## src/rtl/exit_arbiter_pkg.sv

```systemverilog
// ============================================================================
// Module   : exit_arbiter_pkg
// Purpose  : Shared state encodings and constants for the exit arbiter.
// Revision : 1.0
// ============================================================================
`default_nettype none

package exit_arbiter_pkg;

    typedef enum logic [1:0] {
        EA_IDLE = 2'd0,
        EA_RUN  = 2'd1,
        EA_WAIT = 2'd2,
        EA_HOLD = 2'd3
    } ea_state_t;

    localparam int EXIT_THRESHOLD = 70;

endpackage

`default_nettype wire

```

## src/rtl/exit_arbiter_argmax_tracker.sv

```systemverilog
// ============================================================================
// Module   : argmax_tracker
// Purpose  : Running argmax over one serial class-score stream.
// Revision : 1.0
// ============================================================================
`default_nettype none

module argmax_tracker #(
    parameter int BIT_SCORE = 16,
    parameter int N_CLASS   = 10,
    parameter int BIT_O     = $clog2(N_CLASS)
) (
    input  logic                        clock,
    input  logic                        reset,
    input  logic                        clear,
    input  logic                        valid,
    input  logic signed [BIT_SCORE-1:0] score,
    input  logic                        last,
    input  logic                        freeze,
    output logic signed [BIT_SCORE-1:0] max_score,
    output logic [BIT_O-1:0]            max_idx,
    output logic                        done
);

    localparam int               CNT_W     = $clog2(N_CLASS + 1);
    localparam logic [CNT_W-1:0] c_n_class = CNT_W'(N_CLASS);

    logic [CNT_W-1:0]            r_cnt;
    logic signed [BIT_SCORE-1:0] r_max;
    logic [BIT_O-1:0]            r_idx;
    logic                        r_done;

    logic w_open;
    logic w_take;
    logic w_upd;

    assign w_open = valid & ~freeze & ~clear & ~r_done;
    assign w_take = w_open & (r_cnt < c_n_class);
    assign w_upd  = w_take & ((r_cnt == '0) | (score > r_max));

    // Outputs already include the beat of the current cycle so a deciding
    // last beat is judged on its own score as well.
    assign max_score = w_upd ? score : r_max;
    assign max_idx   = w_upd ? r_cnt[BIT_O-1:0] : r_idx;
    assign done      = r_done;

    always_ff @(posedge clock or negedge reset) begin
        if (!reset) begin
            r_cnt  <= '0;
            r_max  <= '0;
            r_idx  <= '0;
            r_done <= 1'b0;
        end else if (clear) begin
            r_cnt  <= '0;
            r_max  <= '0;
            r_idx  <= '0;
            r_done <= 1'b0;
        end else begin
            if (w_take) begin
                r_cnt <= r_cnt + CNT_W'(1);
                r_max <= max_score;
                r_idx <= max_idx;
            end
            if (w_open & last) begin
                r_done <= 1'b1;
            end
        end
    end

endmodule

`default_nettype wire

```

## src/rtl/exit_arbiter.sv

```systemverilog
// ============================================================================
// Module   : exit_arbiter
// Purpose  : Chooses between early-exit and full-path class decisions.
// Revision : 1.0
// ============================================================================
`default_nettype none

module exit_arbiter
    import exit_arbiter_pkg::*;
#(
    parameter int BIT_SCORE = 16,
    parameter int N_CLASS   = 10,
    parameter int BIT_O     = $clog2(N_CLASS),
    parameter int THRESHOLD = EXIT_THRESHOLD
) (
    input  logic                 clock,
    input  logic                 reset,
    input  logic                 start,
    input  logic                 early_valid,
    input  logic [BIT_SCORE-1:0] early_score,
    input  logic                 early_last,
    input  logic                 full_valid,
    input  logic [BIT_SCORE-1:0] full_score,
    input  logic                 full_last,
    output logic                 abort,
    output logic                 class_valid,
    input  logic                 class_ready,
    output logic [BIT_O-1:0]     class_out,
    output logic                 class_early,
    output logic [BIT_SCORE-1:0] class_score
);

    localparam logic signed [BIT_SCORE-1:0] c_threshold = BIT_SCORE'(THRESHOLD);

    ea_state_t                   r_state;
    logic                        r_abort;
    logic                        r_valid;
    logic                        r_early;
    logic [BIT_O-1:0]            r_class;
    logic [BIT_SCORE-1:0]        r_score;

    logic                        w_active;
    logic                        w_clear;
    logic                        w_e_end;
    logic                        w_f_end;
    logic signed [BIT_SCORE-1:0] w_e_max;
    logic signed [BIT_SCORE-1:0] w_f_max;
    logic [BIT_O-1:0]            w_e_idx;
    logic [BIT_O-1:0]            w_f_idx;
    logic                        w_e_done;
    logic                        w_f_done;

    assign w_active = (r_state == EA_RUN) | (r_state == EA_WAIT);
    assign w_clear  = (r_state == EA_IDLE) | (start & w_active);
    assign w_e_end  = early_valid & early_last;
    assign w_f_end  = full_valid & full_last;

    argmax_tracker #(.BIT_SCORE(BIT_SCORE), .N_CLASS(N_CLASS), .BIT_O(BIT_O)) u_early (
        .clock     (clock),
        .reset     (reset),
        .clear     (w_clear),
        .valid     (early_valid),
        .score     ($signed(early_score)),
        .last      (early_last),
        .freeze    (r_state != EA_RUN),
        .max_score (w_e_max),
        .max_idx   (w_e_idx),
        .done      (w_e_done)
    );

    argmax_tracker #(.BIT_SCORE(BIT_SCORE), .N_CLASS(N_CLASS), .BIT_O(BIT_O)) u_full (
        .clock     (clock),
        .reset     (reset),
        .clear     (w_clear),
        .valid     (full_valid),
        .score     ($signed(full_score)),
        .last      (full_last),
        .freeze    (~w_active),
        .max_score (w_f_max),
        .max_idx   (w_f_idx),
        .done      (w_f_done)
    );

    always_ff @(posedge clock or negedge reset) begin
        if (!reset) begin
            r_state <= EA_IDLE;
            r_abort <= 1'b0;
            r_valid <= 1'b0;
            r_early <= 1'b0;
            r_class <= '0;
            r_score <= '0;
        end else begin
            r_abort <= 1'b0;
            case (r_state)
                EA_IDLE: begin
                    if (start) r_state <= EA_RUN;
                end
                EA_RUN: begin
                    if (start) begin
                        r_state <= EA_RUN;
                    end else if (w_e_end & ~w_e_done) begin
                        if (w_e_max > c_threshold) begin
                            r_valid <= 1'b1;
                            r_early <= 1'b1;
                            r_class <= w_e_idx;
                            r_score <= w_e_max;
                            r_abort <= 1'b1;
                            r_state <= EA_HOLD;
                        end else if (w_f_done | w_f_end) begin
                            r_valid <= 1'b1;
                            r_early <= 1'b0;
                            r_class <= w_f_idx;
                            r_score <= w_f_max;
                            r_state <= EA_HOLD;
                        end else begin
                            r_state <= EA_WAIT;
                        end
                    end
                end
                EA_WAIT: begin
                    if (start) begin
                        r_state <= EA_RUN;
                    end else if (w_f_end) begin
                        r_valid <= 1'b1;
                        r_early <= 1'b0;
                        r_class <= w_f_idx;
                        r_score <= w_f_max;
                        r_state <= EA_HOLD;
                    end
                end
                EA_HOLD: begin
                    // start is deliberately ignored here so a pending decision is never dropped
                    if (class_ready) begin
                        r_valid <= 1'b0;
                        r_state <= EA_IDLE;
                    end
                end
                default: r_state <= EA_IDLE;
            endcase
        end
    end

    assign abort       = r_abort;
    assign class_valid = r_valid;
    assign class_out   = r_class;
    assign class_early = r_early;
    assign class_score = r_score;

endmodule

`default_nettype wire

```

## config.mk

```make
export PLATFORM = sky130hd
export DESIGN_NAME = exit_arbiter
export DESIGN_NICKNAME = d
export VERILOG_FILES = /design/src/rtl/exit_arbiter_pkg.sv /design/src/rtl/exit_arbiter_argmax_tracker.sv /design/src/rtl/exit_arbiter.sv
export SDC_FILE = /design/constraint.sdc
export NUM_CORES = 1
export LEC_CHECK = 0
export ABC_AREA = 0
export CAP_MARGIN = 5
export CORE_ASPECT_RATIO = 1.75
export CORE_MARGIN = 2
export CORE_UTILIZATION = 50
export CTS_BUF_LIST = sky130_fd_sc_hd__clkbuf_2 sky130_fd_sc_hd__clkbuf_4 sky130_fd_sc_hd__clkbuf_8
export CTS_CLUSTER_SIZE = 24
export DETAILED_ROUTE_END_ITERATION = 12
export HOLD_SLACK_MARGIN = 0.05
export PLACE_DENSITY = 0.74
export SLEW_MARGIN = 5
export SYNTH_ARGS = -nofsm -noshare
export SYNTH_HDL_FRONTEND = slang
export SYNTH_SLANG_ARGS = --single-unit
```

## constraint.sdc

```tcl
create_clock -name clock -period 3.14 [get_ports clock]
set_input_delay 0.471 -clock clock [delete_from_list [all_inputs] [get_ports clock]]
set_output_delay 0.471 -clock clock [all_outputs]
set_load 0.03 [all_outputs]
```

**Yosys cells after proc, flatten, opt, wreduce, memory -nomap -nowiden**

Cells that the tools add are included.

- $add $sub $neg: 2
- Order comparisons: 5
- Muxes and demuxes: 62
- Reduce and logical (&&, ||, !) cells: 12
- Bitwise gates (word level): 25
- Equal/unequal tests: 13

Operator list:

| operator | number |
|---|---|
| $mux W16 | 12 |
| $mux W4 | 16 |
| $gt A16 B16 Y1 | 2 |
| $pmux W16 S2 | 1 |
| $mux W1 | 23 |
| $and A1 B1 Y1 | 16 |
| $gt A16 B8 Y1 const B | 1 |
| $mux W2 | 6 |
| $ne A2 B2 Y1 const B | 5 |
| $reduce_bool A2 Y1 | 5 |
| $add A4 B1 Y4 const B | 2 |
| $logic_not A4 Y1 | 2 |
| $lt A4 B4 Y1 const B | 2 |
| $pmux W2 S4 | 1 |
| $pmux W4 S2 | 1 |
| $reduce_and A7 Y1 | 1 |
| $reduce_and A6 Y1 | 1 |
| $or A1 B1 Y1 | 5 |
| $eq A2 B2 Y1 const B | 2 |
| $ne A2 B1 Y1 const B | 2 |
| $not A1 Y1 | 4 |
| $reduce_and A4 Y1 | 1 |
| $ne A3 B1 Y1 const B | 1 |
| $ne A3 B2 Y1 const B | 1 |
| other kinds (6) | 6 |

- Flip-flop bits (word level): 75
- Logic and storage cells: 133
- Bits of input ports: 40

**Logic depth before layout (Yosys ltp)**

- Depth in word-level cells: 15
- Mapped depth: 12
- Depth with buffers taken out: 10

**Hierarchy**

A second synthesis with hierarchy kept.

- Cell total of the unflattened synthesis: 438
- Area, all modules: 4844.6 um^2

Modules (own cells, without submodules):

| module | area an instance (um^2) | cells an instance | instances |
|---|---|---|---|
| argmax_tracker | 1704.1 | 156 | 2 |
| exit_arbiter | 1436.4 | 126 | 1 |

**Worst setup path after synthesis**

Ideal clock, no wire load.

- Path type: register to register
- From: register u_early.r_cnt[0]
- To: register r_class[2], in the netlist class_out[2]
- Period minus slack after synthesis: 2862 ps
- Arrival time: 2735 ps
- Cell stages (with the launch flop): 13
- Slack: 278 ps
- Path buffers: 2
- Library setup time: 127 ps
- Cells stage by stage: dfrtp_1 -> inv_1 -> ha_1 -> or3b_1 -> a2111o_1 -> a311o_1 -> a21o_1 -> mux2_4 -> nand3b_4 -> buf_6 -> buf_2 -> nand2_1 -> o31ai_1

- Word-level cells in the longest chain between the ends: 9
- Elaborated cells between the ends (all ways): 14
- Those cells by class: order compare: 2; eq/ne: 1; mux: 6; bitwise: 3; reduce/logical: 2

Ends and longest elaborated chain:

| item | RTL line | text |
|---|---|---|
| from (decl) | exit_arbiter_argmax_tracker.sv:28 | `logic [CNT_W-1:0] r_cnt;` |
| from (signal assigned) | exit_arbiter_argmax_tracker.sv:60 | `r_cnt <= r_cnt + CNT_W'(1);` |
| $lt A4 B4 Y1 / $logic_not A4 Y1 (equally long branches) | exit_arbiter_argmax_tracker.sv:38, exit_arbiter_argmax_tracker.sv:39 |  |
| $and A1 B1 Y1 / $or A1 B1 Y1 (equally long branches) | exit_arbiter_argmax_tracker.sv:38, exit_arbiter_argmax_tracker.sv:39 |  |
| $and A1 B1 Y1 * | exit_arbiter_argmax_tracker.sv:39 | `assign w_upd = w_take & ((r_cnt == '0) \| (score > r_max));` |
| $mux W16 | exit_arbiter_argmax_tracker.sv:43 | `assign max_score = w_upd ? score : r_max;` |
| $gt A16 B8 Y1 | exit_arbiter.sv:102 | `if (w_e_max > c_threshold) begin` |
| $mux W4 | exit_arbiter.sv:102 |  |
| $mux W4 | exit_arbiter.sv:101 | `end else if (w_e_end & ~w_e_done) begin` |
| $mux W4 | exit_arbiter.sv:99 | `if (start) begin` |
| $pmux W4 S2 | exit_arbiter.sv:94 | `case (r_state)` |
| to (signal assigned) | exit_arbiter.sv:105 | `r_class <= w_e_idx;` |
| to (signal assigned) | exit_arbiter.sv:112 | `r_class <= w_f_idx;` |
| to (signal assigned) | exit_arbiter.sv:126 | `r_class <= w_f_idx;` |
| to (decl) | exit_arbiter.sv:39 | `logic [BIT_O-1:0] r_class;` |

Mark *: on every way between the ends. The rest lies on a longest branch, timed or not. The select of a mux whose other input is x is not followed.
A chain may end at the register's enable or synchronous reset.

**Worst setup path after layout**

- From: input full_score[13]
- To: register r_score[2], in the netlist class_score[2]

- Word-level cells in the longest chain between the ends: 9
- Elaborated cells between the ends (all ways): 11
- Those cells by class: order compare: 1; mux: 8; bitwise: 2

Ends and longest elaborated chain:

| item | RTL line | text |
|---|---|---|
| from (decl) | exit_arbiter.sv:23 | `input logic [BIT_SCORE-1:0] full_score,` |
| $gt A16 B16 Y1 * | exit_arbiter_argmax_tracker.sv:39 |  |
| $or A1 B1 Y1 * | exit_arbiter_argmax_tracker.sv:39 |  |
| $and A1 B1 Y1 * | exit_arbiter_argmax_tracker.sv:39 |  |
| $mux W16 * | exit_arbiter_argmax_tracker.sv:43 |  |
| $mux W16 | exit_arbiter.sv:109 | `end else if (w_f_done \| w_f_end) begin` |
| $mux W16 | exit_arbiter.sv:102 |  |
| $mux W16 | exit_arbiter.sv:101 |  |
| $mux W16 | exit_arbiter.sv:99 |  |
| $pmux W16 S2 * | exit_arbiter.sv:94 |  |
| to (signal assigned) | exit_arbiter.sv:106 | `r_score <= w_e_max;` |
| to (signal assigned) | exit_arbiter.sv:113 | `r_score <= w_f_max;` |
| to (signal assigned) | exit_arbiter.sv:127 | `r_score <= w_f_max;` |
| to (decl) | exit_arbiter.sv:40 | `logic [BIT_SCORE-1:0] r_score;` |

Marks and branches as above.

==> metrics.cfg <==
[layout]
nFillCells=795
final_util=0.663
fin_area_sq_mm=0.00603
multi_input_area_sq_mm=0.00255
drive_gt1_frac=0.132
nNetsFinal=699
diodes=0
area.growth.synth_to_final_pct=28.4
register_area_sq_mm=0.00188

[setup_path]
critPathArrivalTime_ps=3340
crit-reg2reg-launch=u_early.r_cnt[0]
crit_slowest_cell=or4_1
required_ps=3420
cpMostUsedCell=buf_4
start_kind=input port
max_stage_delay_ps=570
cp-end-kind=register
crit_fanout=4
criticalPathCategory=input port to register
cp_cell_sequence=clkdlybuf4s50_1 -> ha_1 -> and4_1 -> nand4_1 -> or4_1 -> o211ai_1 -> o21ai_2 -> buf_4 -> buf_4 -> mux2i_1 -> a211o_1 -> o21ai_1
crit_path_start=full_score[13]

[die]
rows=46
ios=63
die_w_um=77.2
start_util=0.516
die_h_um=132
core_sq_mm=0.00909
dieArea_sq_mm=0.0102

[clocking]
cts_hold_buf=0
path_clk_slew_ps=80
insertion_delay_ps=360
tritoncts=built
htree_levels=3
numCtsBuffers=9
ctsLongestPathBuffers=2
clock_sinks=75
root_buffer=clkbuf_8

[grt]
antenna_found_initial=0
grt_pass1_vias=4318
grt_max_degree=76
gr-total-overflow=0
track_usage=0.249
grt_pass1_wl_um=20300

[synth]
synth_top_cell_area_share=0.400
ys_ff_latch=75
ys_types=59
yosysTopAreaCell=dfrtp_1
syn-instance-count=520
synth_area_leaders=dfrtp_1, ha_1, nor2_1
yosysMostFrequentCell=dfrtp_1
syn_avg_cell_area_sq_um=9.03
syn_area_sq_mm=0.00469
ys_async_sr_fraction=1.00
post_synth_most_frequent_cells=dfrtp_1, nor2_1, inv_1, ha_1, nand2_1
yosysWarnings=0
synth_edf_count=0
synth_flop_cell=dfrtp_1
synth_nets=601
yosysSeqAreaShare=0.400

[timing]
hold_violations=0
worst_pin_slew_ps=942
min_period_over_period=0.973
fin_ws_ps=84.0
relSlewSlack=0.372
skew_ps=4.88
rsz0062_at_grt=false
min_period_ps=3060
max_clock_freq_ghz=0.327
setup_viol=0
drv_slew=0

[routing]
wl_per_cell_um=16.1
drt_iter0_drc=258
ant_nets=0
drt-total-wl_um=12000
dr.pass1.iters=4
remaining_drc_errors=0
via_count=4063
vias_per_cell=5.47

[job]
cap_violations=0

[power_and_ir_drop]
powerDensity_mw_per_mm2=1120
peakVddDrop_mv=0.816
leakage_nw=2.74

[placed_design]
hpwl_um=9250
gp_congestion=0.846
placed_cell_area_sq_mm=0.00576
dp_slack_ps=-285
place.port_buffers=62

[status]
status=completed

[hold_path]
hold_class=input port to asynchronous set/reset pin

==> cells by family (layout without fill, tap and decap cells) <==
logic type,after synthesis,in the layout,synth area share
AND/OR/NAND/NOR,187,187,0.194
multiplexers,30,30,0.0682
AO/OA/AOI/OAI,111,111,0.160
buffers and inverters,72,175,0.0613
flip-flops,75,75,0.400
XOR/XNOR,4,4,0.00746
adder cells (fa/ha/maj),41,41,0.109
==> through the flow <==
step / setup TNS, ps / power (W) / hold WS (ps) / cells
floorplan: 0 / 0.00450 / 175 / 520
global placement: -2790 / 0.00569 / 474 / 727
detailed placement: -7220 / 0.00581 / 472 / 727
CTS: 0 / 0.00677 / 287 / 743
global route: 0 / 0.00731 / 334 / 743
finish: 0 / 0.00676 / 250 / 743
==> power by group <==
group	internal, W	switching (W)
clock	0.000551	0.000368
combinational	0.00190	0.00238
sequential	0.00132	0.000238
==> sequential cells by signal (all words and copies together), names as in the netlist <==
name and flops:
u_full.done 1, class_out 4, u_full.r_idx 4, abort 1, u_early.r_cnt 4, u_full.r_max 16, u_early.r_max 16, class_valid 1
class_score 16, u_full.r_cnt 4, class_early 1, u_early.r_idx 4, r_state 2, u_early.done 1
==> routing by layer <==
layer  share of wire  GRT usage  vias up  wire [um]
li1                -          -     2021          -
met1            0.41      0.290     1931       4930
met2            0.53      0.444       81       6340
met3           0.023     0.0342       30        270
met4           0.037      0.116        0        443
met5               0          0        -          0
==> placed cells by master (no fill, tap or decap), types with 3 or more instances in the layout <==
cell type / Yosys / routed
ha_1: 41 / 41
dfrtp_1: 75 / 75
nor4_1: 5 / 5
o21a_1: 5 / 5
nor3_1: 20 / 20
mux2_4: 4 / 4
nand2b_1: 6 / 6
clkbuf_8: 0 / 10
mux2i_1: 26 / 26
clkdlybuf4s50_1: 0 / 61
o21ai_1: 19 / 18
nand4_1: 3 / 3
or4_1: 3 / 3
a211o_1: 14 / 14
inv_1: 45 / 45
nand3_1: 5 / 5
bufinv_16: 0 / 3
a31oi_1: 3 / 3
nor2b_1: 3 / 3
buf_4: 1 / 51
nor2_1: 74 / 74
a211oi_1: 5 / 5
and3_1: 3 / 3
and2_1: 3 / 3
a21o_1: 4 / 4
o21ai_0: 4 / 4
nand2_1: 37 / 37
nor3b_1: 16 / 16
a21oi_1: 31 / 31
==> worst paths after layout <==
path | end | slack [ps] | depth (start not counted)
max | class_score[2] | 80 | 12
min | u_early.r_max[14] | 250 | 1
max reg2reg | class_out[2] | 170 | 10
min reg2reg | class_out[2] | 500 | 2
max in group asynchronous | u_full.done | 2280 | 1
min in group clock | class_out[2] | 500 | 2
==> critical path: cells and delay by family <==
kind,cells,cell delay [ps]
adder cells (fa/ha/maj),1,340
multiplexers,1,140
AO/OA/AOI/OAI,4,660
AND/OR/NAND/NOR,3,980
buffers and inverters,3,740
==> final cells by class <==
type	count	area share
clock inverter	6	0.0187
timing repair buffer	114	0.172
clock buffer	10	0.0228
sequential	75	0.311
tap	120	0.0249
multi-input combinational	373	0.423
inverter	45	0.0280
==> timing repair <==
action / in CTS / in global routing
endpoints found under the setup margin: 0 / 18
gates resized for setup: 0 / 3
buffers inserted: 0 / 0
Power figures use the tool's default switching activity.
